**config.mk**
```make
export PLATFORM = sky130hd
export DESIGN_NAME = imem_boot_loader
export DESIGN_NICKNAME = d
export VERILOG_FILES = /design/src/rtl/imem_boot_loader.sv
export SDC_FILE = /design/constraint.sdc
export NUM_CORES = 1
export LEC_CHECK = 0
export CORE_ASPECT_RATIO = 0.8
export CORE_MARGIN = 5
export CORE_UTILIZATION = 35
export CTS_CLUSTER_DIAMETER = 150
export DETAILED_ROUTE_END_ITERATION = 12
export GPL_TIMING_DRIVEN = 0
export SETUP_SLACK_MARGIN = 0.2
export SYNTH_ARGS = -nofsm -noshare
export SYNTH_HDL_FRONTEND = slang
export SYNTH_SLANG_ARGS = --single-unit
```
**constraint.sdc**
```tcl
create_clock -name clk -period 3.75 [get_ports clk]
set_input_delay 0.75 -clock clk [delete_from_list [all_inputs] [get_ports clk]]
set_output_delay 0.75 -clock clk [all_outputs]
set_load 0.05 [all_outputs]
```
**src/rtl/imem_boot_loader.sv**
```systemverilog
// imem_boot_loader: assembles a host byte stream into instruction words and
// writes them to the IMEM write port from address 0. The cpu is held in reset
// until the whole image has been written.
//
// Stream: 16-bit word count N (MSB first), then N words of DATA_WIDTH/8 bytes
// each (MSB first), then, with BOOT_CHECKSUM_EN defined, one checksum byte
// equal to the XOR of every preceding byte.
//
// Optional feature macro: BOOT_CHECKSUM_EN (undefined = no checksum stage).
//
// Ports:
//   clk, reset          clock, synchronous active-high reset
//   s_valid/s_data      byte source (transfer = s_valid & s_ready)
//   s_ready             loader can accept a byte
//   imem_we/addr/wdata  IMEM write port, one strobe per assembled word
//   cpu_reset           held high until one cycle after done rises
//   done, error         sticky load status, cleared only by reset
//   words_loaded        number of words written so far
module imem_boot_loader #(
    parameter int unsigned WIDTH      = 12,
    parameter int unsigned DATA_WIDTH = 16
) (
    input  logic                  clk,
    input  logic                  reset,
    input  logic                  s_valid,
    input  logic [7:0]            s_data,
    output logic                  s_ready,
    output logic                  imem_we,
    output logic [WIDTH-1:0]      imem_addr,
    output logic [DATA_WIDTH-1:0] imem_wdata,
    output logic                  cpu_reset,
    output logic                  done,
    output logic                  error,
    output logic [WIDTH:0]        words_loaded
);

    localparam int unsigned BPW = DATA_WIDTH / 8;
    localparam int unsigned BCW = (BPW > 1) ? $clog2(BPW) : 1;
    localparam logic [32:0] MAX_WORDS = 33'(1) << WIDTH;

    localparam logic [2:0] S_HDR_HI = 3'd0;
    localparam logic [2:0] S_HDR_LO = 3'd1;
    localparam logic [2:0] S_DATA   = 3'd2;
    localparam logic [2:0] S_DONE   = 3'd3;
    localparam logic [2:0] S_ERROR  = 3'd4;
`ifdef BOOT_CHECKSUM_EN
    localparam logic [2:0] S_CSUM   = 3'd5;
`endif

    logic [2:0]            state_q, state_d;
    logic [7:0]            hdr_hi_q, hdr_hi_d;
    logic [WIDTH:0]        n_q, n_d;
    logic [BCW-1:0]        byte_cnt_q, byte_cnt_d;
    logic [DATA_WIDTH-1:0] wbuf_q, wbuf_d;
    logic                  s_ready_q, s_ready_d;
    logic                  imem_we_q, imem_we_d;
    logic [WIDTH-1:0]      imem_addr_q, imem_addr_d;
    logic [DATA_WIDTH-1:0] imem_wdata_q, imem_wdata_d;
    logic                  cpu_reset_q, cpu_reset_d;
    logic                  done_q, done_d;
    logic                  error_q, error_d;
    logic [WIDTH:0]        words_loaded_q, words_loaded_d;
`ifdef BOOT_CHECKSUM_EN
    logic [7:0]            csum_q, csum_d;
`endif

    logic                  xfer;
    logic                  finish;
    logic [15:0]           hdr_n;
    logic [DATA_WIDTH-1:0] wbuf_shift;

    // Next-state and output computation
    always_comb begin
        xfer       = s_valid & s_ready_q;
        hdr_n      = {hdr_hi_q, s_data};
        wbuf_shift = DATA_WIDTH'({wbuf_q, s_data});
        finish     = 1'b0;

        state_d        = state_q;
        hdr_hi_d       = hdr_hi_q;
        n_d            = n_q;
        byte_cnt_d     = byte_cnt_q;
        wbuf_d         = wbuf_q;
        imem_we_d      = 1'b0;
        imem_addr_d    = imem_addr_q;
        imem_wdata_d   = imem_wdata_q;
        done_d         = done_q;
        error_d        = error_q;
        words_loaded_d = words_loaded_q;
        // Release the cpu one cycle after done so the final write lands first
        cpu_reset_d    = ~done_q;
`ifdef BOOT_CHECKSUM_EN
        csum_d         = csum_q;
`endif

        case (state_q)
            S_HDR_HI: begin
                if (xfer) begin
                    hdr_hi_d = s_data;
                    state_d  = S_HDR_LO;
                end
            end
            S_HDR_LO: begin
                if (xfer) begin
                    n_d = (WIDTH+1)'(hdr_n);
                    if (33'(hdr_n) > MAX_WORDS) begin
                        state_d = S_ERROR;
                        error_d = 1'b1;
                    end else if (hdr_n == 16'd0) begin
                        finish = 1'b1;
                    end else begin
                        state_d = S_DATA;
                    end
                end
            end
            S_DATA: begin
                if (xfer) begin
                    wbuf_d     = wbuf_shift;
                    byte_cnt_d = byte_cnt_q + BCW'(1);
                    if (byte_cnt_q == BCW'(BPW - 1)) begin
                        byte_cnt_d     = '0;
                        imem_we_d      = 1'b1;
                        imem_addr_d    = WIDTH'(words_loaded_q);
                        imem_wdata_d   = wbuf_shift;
                        words_loaded_d = words_loaded_q + (WIDTH+1)'(1);
                        if (words_loaded_d == n_q) begin
                            finish = 1'b1;
                        end
                    end
                end
            end
`ifdef BOOT_CHECKSUM_EN
            S_CSUM: begin
                if (xfer) begin
                    if (s_data == csum_q) begin
                        state_d = S_DONE;
                        done_d  = 1'b1;
                    end else begin
                        state_d = S_ERROR;
                        error_d = 1'b1;
                    end
                end
            end
`endif
            default: begin
            end
        endcase

        // Header or last word complete
        if (finish) begin
`ifdef BOOT_CHECKSUM_EN
            state_d = S_CSUM;
`else
            state_d = S_DONE;
            done_d  = 1'b1;
`endif
        end

`ifdef BOOT_CHECKSUM_EN
        // Running XOR over header and data bytes only
        if (xfer && (state_q != S_CSUM)) begin
            csum_d = csum_q ^ s_data;
        end
`endif

        s_ready_d = (state_d != S_DONE) && (state_d != S_ERROR);
    end

    // State and output registers
    always_ff @(posedge clk) begin
        if (reset) begin
            state_q        <= S_HDR_HI;
            hdr_hi_q       <= '0;
            n_q            <= '0;
            byte_cnt_q     <= '0;
            wbuf_q         <= '0;
            s_ready_q      <= 1'b0;
            imem_we_q      <= 1'b0;
            imem_addr_q    <= '0;
            imem_wdata_q   <= '0;
            cpu_reset_q    <= 1'b1;
            done_q         <= 1'b0;
            error_q        <= 1'b0;
            words_loaded_q <= '0;
`ifdef BOOT_CHECKSUM_EN
            csum_q         <= '0;
`endif
        end else begin
            state_q        <= state_d;
            hdr_hi_q       <= hdr_hi_d;
            n_q            <= n_d;
            byte_cnt_q     <= byte_cnt_d;
            wbuf_q         <= wbuf_d;
            s_ready_q      <= s_ready_d;
            imem_we_q      <= imem_we_d;
            imem_addr_q    <= imem_addr_d;
            imem_wdata_q   <= imem_wdata_d;
            cpu_reset_q    <= cpu_reset_d;
            done_q         <= done_d;
            error_q        <= error_d;
            words_loaded_q <= words_loaded_d;
`ifdef BOOT_CHECKSUM_EN
            csum_q         <= csum_d;
`endif
        end
    end

    assign s_ready      = s_ready_q;
    assign imem_we      = imem_we_q;
    assign imem_addr    = imem_addr_q;
    assign imem_wdata   = imem_wdata_q;
    assign cpu_reset    = cpu_reset_q;
    assign done         = done_q;
    assign error        = error_q;
    assign words_loaded = words_loaded_q;

endmodule
```
==> impl_metrics.py, run 1 <==
metrics = {
    "outcome": {
        "status": "complete, no violations",
    },
    "clocking": {
        "h-tree-depth": 3,
        "clock_path_buffers": 2,
        "cts.sinks": 79,
        "cts_tree": "yes",
        "postCtsResizedCells": 0,
        "cts_root_buffer": "clkbuf_16",
        "cts_buffers": 9,
        "cts_hold_buf": 0,
        "clk_latency_ns": 0.34,
        "clk_pin_slew_ns": 0.06,
        "postCtsSetupRepairBufs": 0,
    },
    "synth": {
        "yosysSeqAreaShare_pct": 45.6,
        "synth.avg_cell_area_um2": 8.26,
        "synth-edff-count": 0,
        "netlist_instances": 420,
        "synth_cell_types": 54,
        "synth_warnings": 0,
        "yosys.area.top_type": "dfxtp_1",
        "yosys-top-cells-area": "dfxtp_1, nand2_1, a21oi_1, xnor2_1, nor2_1",
        "syn_nets": 432,
        "async_flop_share_pct": 0,
        "ys.flop_type": "dfxtp_1",
        "synth_top_area_share_pct": 45.6,
        "synth-seq-cells": 79,
        "synthesis.area_um2": 3470,
    },
    "setup_path": {
        "worst-setup-path-type": "reg2reg",
        "r2r-start": "words_loaded[1]",
        "regToRegSetupSlack_ns": 1.25,
        "startpoint_type": "flip-flop",
        "slowest_stage": "dfxtp_1",
        "crit_chain": "ha_1, buf_2, nand2_1, or4_4, xnor2_1, nor4_2, nand3_2, a221oi_2",
        "r2r_end": "state_q[0]",
        "crit_required_ns": 4.01,
        "slowest_delay_ns": 0.48,
        "worst-path-max-fanout": 10,
        "reg2reg_depth": 8,
        "end_kind": "flip-flop",
        "cp_data_arrival_time_ns": 2.76,
    },
    "global_routing": {
        "grtUsageTotal_pct": 15.0,
        "use_met2_pct": 23.3,
        "grt_busiest_layer": "met2",
        "grt_remaining_overflow": 0,
        "gr-usage-met3_pct": 4.88,
        "antenna_found_initial": 0,
        "grt_use_met1_pct": 19.9,
        "grt_pass1_wl_mm": 14.3,
        "grt_pass1_vias": 2891,
        "grt_max_degree": 14,
    },
    "floorplanning": {
        "pin_count": 57,
        "die_area_um2": 12000,
        "rows": 32,
        "die_x_um": 121,
        "initial_core_util_pct": 36.0,
        "fp.coreArea_um2": 9650,
        "die_h_um": 99.1,
    },
    "worst_hold_path": {
        "hold_path.class": "reg2reg",
        "hold_path_depth": 1,
        "worstHoldStart": "done",
        "holdPathEnd": "cpu_reset",
    },
    "route": {
        "vias": 3018,
        "via_per_inst": 4.82,
        "antenna_left": 0,
        "drc": 0,
        "wire_per_inst_um": 13.8,
        "drt_iter0_drc": 143,
        "wirelength_mm": 8.66,
        "dr.pass1.iters": 4,
    },
    "pwr": {
        "power.density_nw_per_um2": 401,
        "worst_ir_drop_vdd_uv": 267,
        "leakage_nw": 1.48,
    },
    "timing": {
        "drv_slew": 0,
        "fin_crit_ns": 2.50,
        "tightest_slew_ns": 1.12,
        "rsz0062_at_grt": "no",
        "fin_crit_sh_pct": 66.7,
        "holdWs_ns": 0.427,
        "max_slew_margin_pct": 24.5,
        "setup_violations": 0,
        "fin_skew_ns": 0.00632,
        "fin_setup_tns_ns": 0,
        "hold_viol_final": 0,
        "max_freq_mhz": 400,
    },
    "final_layout": {
        "fill_cells": 976,
        "final_layout_size_suffix_gt1_share_pct": 10.2,
        "fin_nets": 498,
        "final_core_util_pct": 46.4,
        "diodes": 0,
        "area_growth_pct": 29.1,
    },
    "place": {
        "routabilityCongestion": 0.817,
        "port_buffers": 55,
        "place_hpwl_mm": 6.41,
    },
    "job": {
        "max_cap_viol_count": 0,
    },
}
[kinds of logic (layout without fill, tap and decap cells)]
kind of cell	Yosys count	after routing	share of synthesized area, %
AO/OA/AOI/OAI	80	80	13.5
buffers and inverters	34	104	5.41
adder cells (fa/ha/maj)	1	1	0.361
AND/OR/NAND/NOR	193	193	26.5
multiplexers	8	8	2.31
flip-flops	79	79	45.6
XOR/XNOR	25	25	6.31
[sequential cells by signal (all words and copies together), names as in the netlist, 3 cells and up]
signal,count
words_loaded,13
imem_wdata,16
state_q,3
hdr_hi_q,8
imem_addr,12
n_q,13
wbuf_q,8
[worst max-delay path: cells and delay by family, from the launching register on]
family / cells / cell delay [ns]
adder cells (fa/ha/maj): 1 / 0.21
AO/OA/AOI/OAI: 1 / 0.29
flip-flops: 1 / 0.48
AND/OR/NAND/NOR: 4 / 1.05
buffers and inverters: 1 / 0.22
XOR/XNOR: 1 / 0.16
[worst max-delay path by stage]
stage | start | end | depth (start not counted)
finish | words_loaded[1] | state_q[0] | 8
global route | s_valid | n_q[9] | 6
CTS | words_loaded[1] | state_q[0] | 8
detailed placement | s_valid | hdr_hi_q[1] | 5
global placement | s_valid | s_ready | 7
floorplan | words_loaded[1] | state_q[0] | 8
[stage by stage]
step | area [µm²] | setup WS, ns | power (mW) | instances
4_1_cts | 4480 | 1.26 | 1.82 | 626
3_3_place_gp | 4190 | 0.921 | 0.967 | 611
5_1_grt | 4480 | 1.08 | 1.86 | 626
3_5_place_dp | 4190 | 0.891 | 0.968 | 611
2_1_floorplan | 3470 | 1.22 | 0.932 | 420
6_report | 4480 | 1.25 | 1.80 | 626
[final cells by class]
cell class / instances / area [µm²] / share of cell area, %
Buffer: 29 / 169 / 3.77
Clock buffer: 9 / 225 / 5.03
Clock inverter: 6 / 62.6 / 1.40
Inverter: 5 / 18.8 / 0.419
Multi-Input combinational cell: 307 / 1700 / 38.0
Sequential cell: 79 / 1580 / 35.3
Tap cell: 136 / 170 / 3.80
Timing Repair Buffer: 55 / 551 / 12.3
[cell usage after synthesis (all sizes together) (4+ instances only)]
cell,n
buf,9
nor4,9
xnor2,16
o21ai,7
nand4,4
nand3,8
dfxtp,79
nor2,29
mux2i,8
a21oi,59
nor3,6
inv,5
nand2,116
clkbuf,20
xor2,9
or3,4
[routing by layer]
layer	vias to the layer above	wire length, µm
li1	1545	-
met5	-	0
met2	68	3830
met1	1397	4250
met4	0	72
met3	8	505
[where the power goes]
part | switching [mW] | total, mW | internal (mW)
combinational | 0.0562 | 0.0907 | 0.0345
sequential | 0.00817 | 0.858 | 0.850
clock | 0.338 | 0.847 | 0.508
total | 0.403 | 1.80 | 1.39
[cell usage in the layout, fill, tap and decap left out, drive strengths merged, types with 9 or more instances in the layout]
cell type	n
xor2	9
dfxtp	79
buf	9
clkdlybuf4s50	55
a21oi	59
xnor2	16
nand2	116
clkbuf	29
nor4	9
nor2	29
Note: power is estimated with default switching activity, not from simulation.
==> run 2, diff against run 1 <==
Clock period 3.75 ns to 2.1 ns, I/O delays scaled along.
==> impl_metrics.py, run 2 (synthesis gave the netlist of run 1 again) <==
metrics = {
    "outcome": {
        "status": "complete, no violations",
    },
    "floorplanning": {
        "die_area_um2": 12000,
        "die_x_um": 121,
        "initial_core_util_pct": 36.0,
        "rows": 32,
        "fp.coreArea_um2": 9650,
        "die_h_um": 99.1,
        "pin_count": 57,
    },
    "clocking": {
        "cts.sinks": 79,
        "clk_latency_ns": 0.34,
        "clk_pin_slew_ns": 0.06,
        "clock_path_buffers": 2,
        "h-tree-depth": 3,
        "cts_buffers": 9,
        "cts_tree": "yes",
        "cts_root_buffer": "clkbuf_16",
    },
    "setup_path": {
        "worst-path-max-fanout": 3,
        "worst-setup-path-type": "reg2reg",
        "r2r-start": "words_loaded[3]",
        "cp_data_arrival_time_ns": 2.30,
        "crit_start": "words_loaded[3]",
        "startpoint_type": "flip-flop",
        "end_kind": "flip-flop",
        "crit_required_ns": 2.35,
    },
    "route": {
        "drc": 0,
        "via_per_inst": 4.85,
        "wirelength_mm": 9.18,
        "dr.pass1.iters": 4,
        "vias": 3148,
        "drt_iter0_drc": 182,
        "antenna_left": 0,
        "wire_per_inst_um": 14.1,
    },
    "place": {
        "placedCellCount": 611,
        "place_area_um2": 4240,
        "routabilityCongestion": 0.807,
        "port_buffers": 55,
        "dp_slack_ns": -0.419,
        "place_hpwl_mm": 6.52,
    },
    "final_layout": {
        "final_layout_size_suffix_gt1_share_pct": 19.5,
        "largest_reg_flops": 16,
        "final_cell_area_um2": 4810,
        "mostFrequentLayoutCells": "nand2_1, dfxtp_1, a21oi_1, dlygate4sd2_1, nor2_1",
        "diodes": 0,
        "final_common_cell": "nand2_1",
        "fin_nets": 520,
        "fill_cells": 947,
        "instances_no_fill": 649,
        "area_growth_pct": 38.7,
    },
    "pwr": {
        "power.density_nw_per_um2": 683,
        "worst_ir_drop_vdd_uv": 376,
        "leakage_nw": 1.99,
    },
    "timing": {
        "tightest_slew_ns": 0.705,
        "fin_crit_sh_pct": 97.4,
        "hold_viol_final": 0,
        "setup_slack_ns": 0.0544,
        "setup_violations": 0,
        "fin_crit_ns": 2.05,
        "fin_skew_ns": 0.00351,
        "drv_slew": 0,
        "rsz0062_at_grt": "yes",
        "max_freq_mhz": 489,
        "max_slew_margin_pct": 52.6,
    },
    "global_routing": {
        "grt_pass1_vias": 3160,
        "grtUsageTotal_pct": 15.9,
        "grt_max_degree": 14,
        "grt_pass1_wl_mm": 15.4,
        "grt_remaining_overflow": 0,
        "antenna_found_initial": 0,
    },
    "job": {
        "max_cap_viol_count": 0,
    },
    "worst_hold_path": {
        "worstHoldStart": "done",
        "hold_path.class": "reg2reg",
    },
}
## run 2: worst max-delay path: stages, from the launching register on
cell,delay [ns]
dfxtp_4,0.35
clkbuf_16,0.12
nand4_4,0.09
or4_4,0.56
xnor2_2,0.16
nor4_2,0.23
nand3_2,0.18
a221oi_2,0.27
## run 2: cell type report
cell class                 instances  area [µm²]  share of cell area, %
buffer                            29         208                   4.32
clock buffer                      13         293                   6.08
clock inverter                     3        20.0                  0.416
inverter                           5        18.8                  0.390
multi-input combinational        307        1790                   37.1
sequential                        79        1620                   33.6
tap                              136         170                   3.54
timing repair buffer              77         699                   14.5
## run 2: path summary, 6_finish.rpt
| kind | to | slack [ns] | cells after the start |
|---|---|---|---|
| setup / recovery | state_q[0] | 0.05 | 7 |
| hold / removal | cpu_reset | 0.42 | 1 |
| setup reg to reg | state_q[0] | 0.05 | 7 |
| hold reg to reg | cpu_reset | 0.42 | 1 |
## run 2: what timing repair did
| item | CTS | global route |
|---|---|---|
| hold buffers | 0 | 0 |
| pin swaps | 9 | 6 |
| setup buffers | 13 | 9 |
| gates resized for setup | 45 | 34 |
| endpoints found under the setup margin | 61 | 68 |
## run 2: power by group
| group | switching [mW] | internal, mW | total [mW] |
|---|---|---|---|
| sequential | 0.0159 | 1.51 | 1.52 |
| combinational | 0.104 | 0.0654 | 0.170 |
| clock | 0.617 | 0.978 | 1.59 |
## run 2: per-layer routing
metal / part of all wire [%] / GRT usage (%)
met5: 0 / 0
met4: 1.2 / 4.74
met3: 6.9 / 4.59
met2: 46 / 25.6
met1: 45 / 20.7
## run 2: through the flow
| step | hold slack (ns) | power [mW] | util, % | TNS (ns) |
|---|---|---|---|---|
| floorplan | 0.432 | 1.66 | - | 0 |
| global placement | 0.412 | 1.72 | 43.9 | -8.61 |
| detailed placement | 0.415 | 1.72 | 43.9 | -8.86 |
| CTS | 0.427 | 3.31 | 48.2 | 0 |
| global route | 0.442 | 3.40 | 49.9 | -0.0176 |
| finish | 0.422 | 3.29 | 49.9 | 0 |
==> run 3, diff against run 2 <==
Settings changed: CORE_MARGIN 5 to unset, CTS_CLUSTER_DIAMETER 150 to unset.
==> impl_metrics.py, run 3 (synthesis gave the netlist of run 1 again) <==
metrics = {
    "global_routing": {
        "grt_pass1_vias": 2971,
        "grt_remaining_overflow": 0,
        "grt_pass1_wl_mm": 15.0,
        "grtUsageTotal_pct": 18.6,
        "antenna_found_initial": 0,
        "grt_max_degree": 14,
    },
    "pwr": {
        "leakage_nw": 2.10,
        "worst_ir_drop_vdd_uv": 554,
        "power_mw": 3.36,
        "power.density_nw_per_um2": 691,
    },
    "final_layout": {
        "mostFrequentLayoutCells": "nand2_1, dfxtp_1, a21oi_1, nor2_1, dlygate4sd2_1",
        "fin_nets": 515,
        "multi_input_area_um2": 1820,
        "final_layout_size_suffix_gt1_share_pct": 19.9,
        "largest_reg_flops": 16,
        "final_cell_area_um2": 4860,
        "fill_cells": 936,
        "final_common_cell": "nand2_1",
        "instances_no_fill": 644,
        "area_growth_pct": 40.1,
        "regArea_um2": 1620,
        "diodes": 0,
    },
    "route": {
        "drt_iter0_drc": 179,
        "dr.pass1.iters": 4,
        "via_per_inst": 4.94,
        "vias": 3180,
        "drc": 0,
        "wirelength_mm": 9.30,
        "wire_per_inst_um": 14.4,
        "antenna_left": 0,
    },
    "timing": {
        "fin_crit_ns": 2.00,
        "max_slew_margin_pct": 51.5,
        "tightest_slew_ns": 0.723,
        "hold_viol_final": 0,
        "setup_violations": 0,
        "drv_slew": 0,
        "fin_skew_ns": 0.00470,
        "rsz0062_at_grt": "yes",
        "fin_crit_sh_pct": 95.4,
        "max_freq_mhz": 499,
    },
    "setup_path": {
        "slowest_stage": "or4_4",
        "crit_required_ns": 2.35,
        "startpoint_type": "flip-flop",
        "worst-path-buf-inv": 1,
        "worst-setup-path-type": "reg2reg",
        "worst-path-max-fanout": 5,
        "end_kind": "flip-flop",
        "path_delay_family": "simple AND/OR/NAND/NOR gates",
        "slowest_delay_ns": 0.45,
        "crit_chain": "ha_4, buf_6, nand2_2, or4_4, xnor2_2, nor4_2, nand3_2, a221oi_2",
        "cp_data_arrival_time_ns": 2.25,
    },
    "outcome": {
        "status": "complete, no violations",
    },
    "place": {
        "placedCellCount": 611,
        "port_buffers": 55,
        "place_area_um2": 4240,
        "place_hpwl_mm": 6.34,
        "routabilityCongestion": 0.841,
    },
    "floorplanning": {
        "initial_core_util_pct": 36.0,
        "die_area_um2": 10300,
        "pin_count": 57,
        "fp.coreArea_um2": 9650,
        "rows": 32,
        "die_x_um": 113,
        "die_h_um": 91.1,
    },
    "clocking": {
        "cts_hold_buf": 0,
        "cts.sinks": 79,
        "clock_path_buffers": 2,
        "cts_root_buffer": "clkbuf_16",
        "cts_buffers": 9,
        "cts_tree": "yes",
        "clk_pin_slew_ns": 0.06,
        "h-tree-depth": 3,
        "clk_latency_ns": 0.34,
    },
    "worst_hold_path": {
        "hold_path.class": "reg2reg",
    },
    "job": {
        "max_cap_viol_count": 0,
    },
}
-- run 3: changes by cell type in the layout (fill, tap and decap cells not counted), sizes merged --
cell / previous run / this run
dlygate4sd2: 37 / 27
dlymetal6s2s: 7 / 16
clkdlybuf4s50: 11 / 12
buf: 32 / 27
-- run 3: final cells by class --
class                      instances  share of cell area (%)
buffer                            29                    4.22
clock buffer                      13                    6.46
clock inverter                     3                   0.335
inverter                           5                   0.386
multi-input combinational        307                    37.5
sequential                        79                    33.3
tap                              136                    3.50
timing repair buffer              72                    14.3
-- run 3: per-layer routing --
metal | wire length (µm) | up-vias | global-route usage, %
li1 | - | 1584 | -
met1 | 4580 | 1512 | 24.8
met2 | 4170 | 76 | 28.8
met3 | 449 | 8 | 5.21
met4 | 97 | 0 | 5.92
met5 | 0 | - | 0
-- run 3: per-stage QoR --
stage	util, %	hold slack (ns)	setup WS (ns)	TNS, ns
2_1_floorplan	-	0.432	0.0102	0
3_3_place_gp	43.9	0.412	-0.398	-8.65
3_5_place_dp	43.9	0.415	-0.425	-9.94
4_1_cts	48.6	0.427	-0.0113	-0.0113
5_1_grt	50.4	0.458	0.00105	0
6_report	50.4	0.421	0.0969	0
-- run 3: final timing paths --
check / start / endpoint / slack [ns] / cells past startpoint
max: words_loaded[0] / state_q[0] / 0.1 / 8
min: done / cpu_reset / 0.42 / 1
max reg2reg: words_loaded[0] / state_q[0] / 0.1 / 8
min reg2reg: done / cpu_reset / 0.42 / 1
-- run 3: worst register-to-register path: cells and delay by family, from the launching register on --
family	cells	cell delay (ns)
buf+inv	1	0.11
fa+ha+maj	1	0.13
simple gates	4	0.87
compound gates	1	0.27
xor+xnor	1	0.17
flops	1	0.37
-- run 3: repair_timing --
item	in CTS	in global routing
resized for setup	38	49
pin swaps	8	12
buffers inserted	15	2
endpoints found under the setup margin	65	75
-- run 3: power breakdown --
part | internal [mW] | switching, mW | total [mW]
sequential | 1.51 | 0.0164 | 1.53
clock | 1.05 | 0.612 | 1.66
combinational | 0.0675 | 0.109 | 0.176
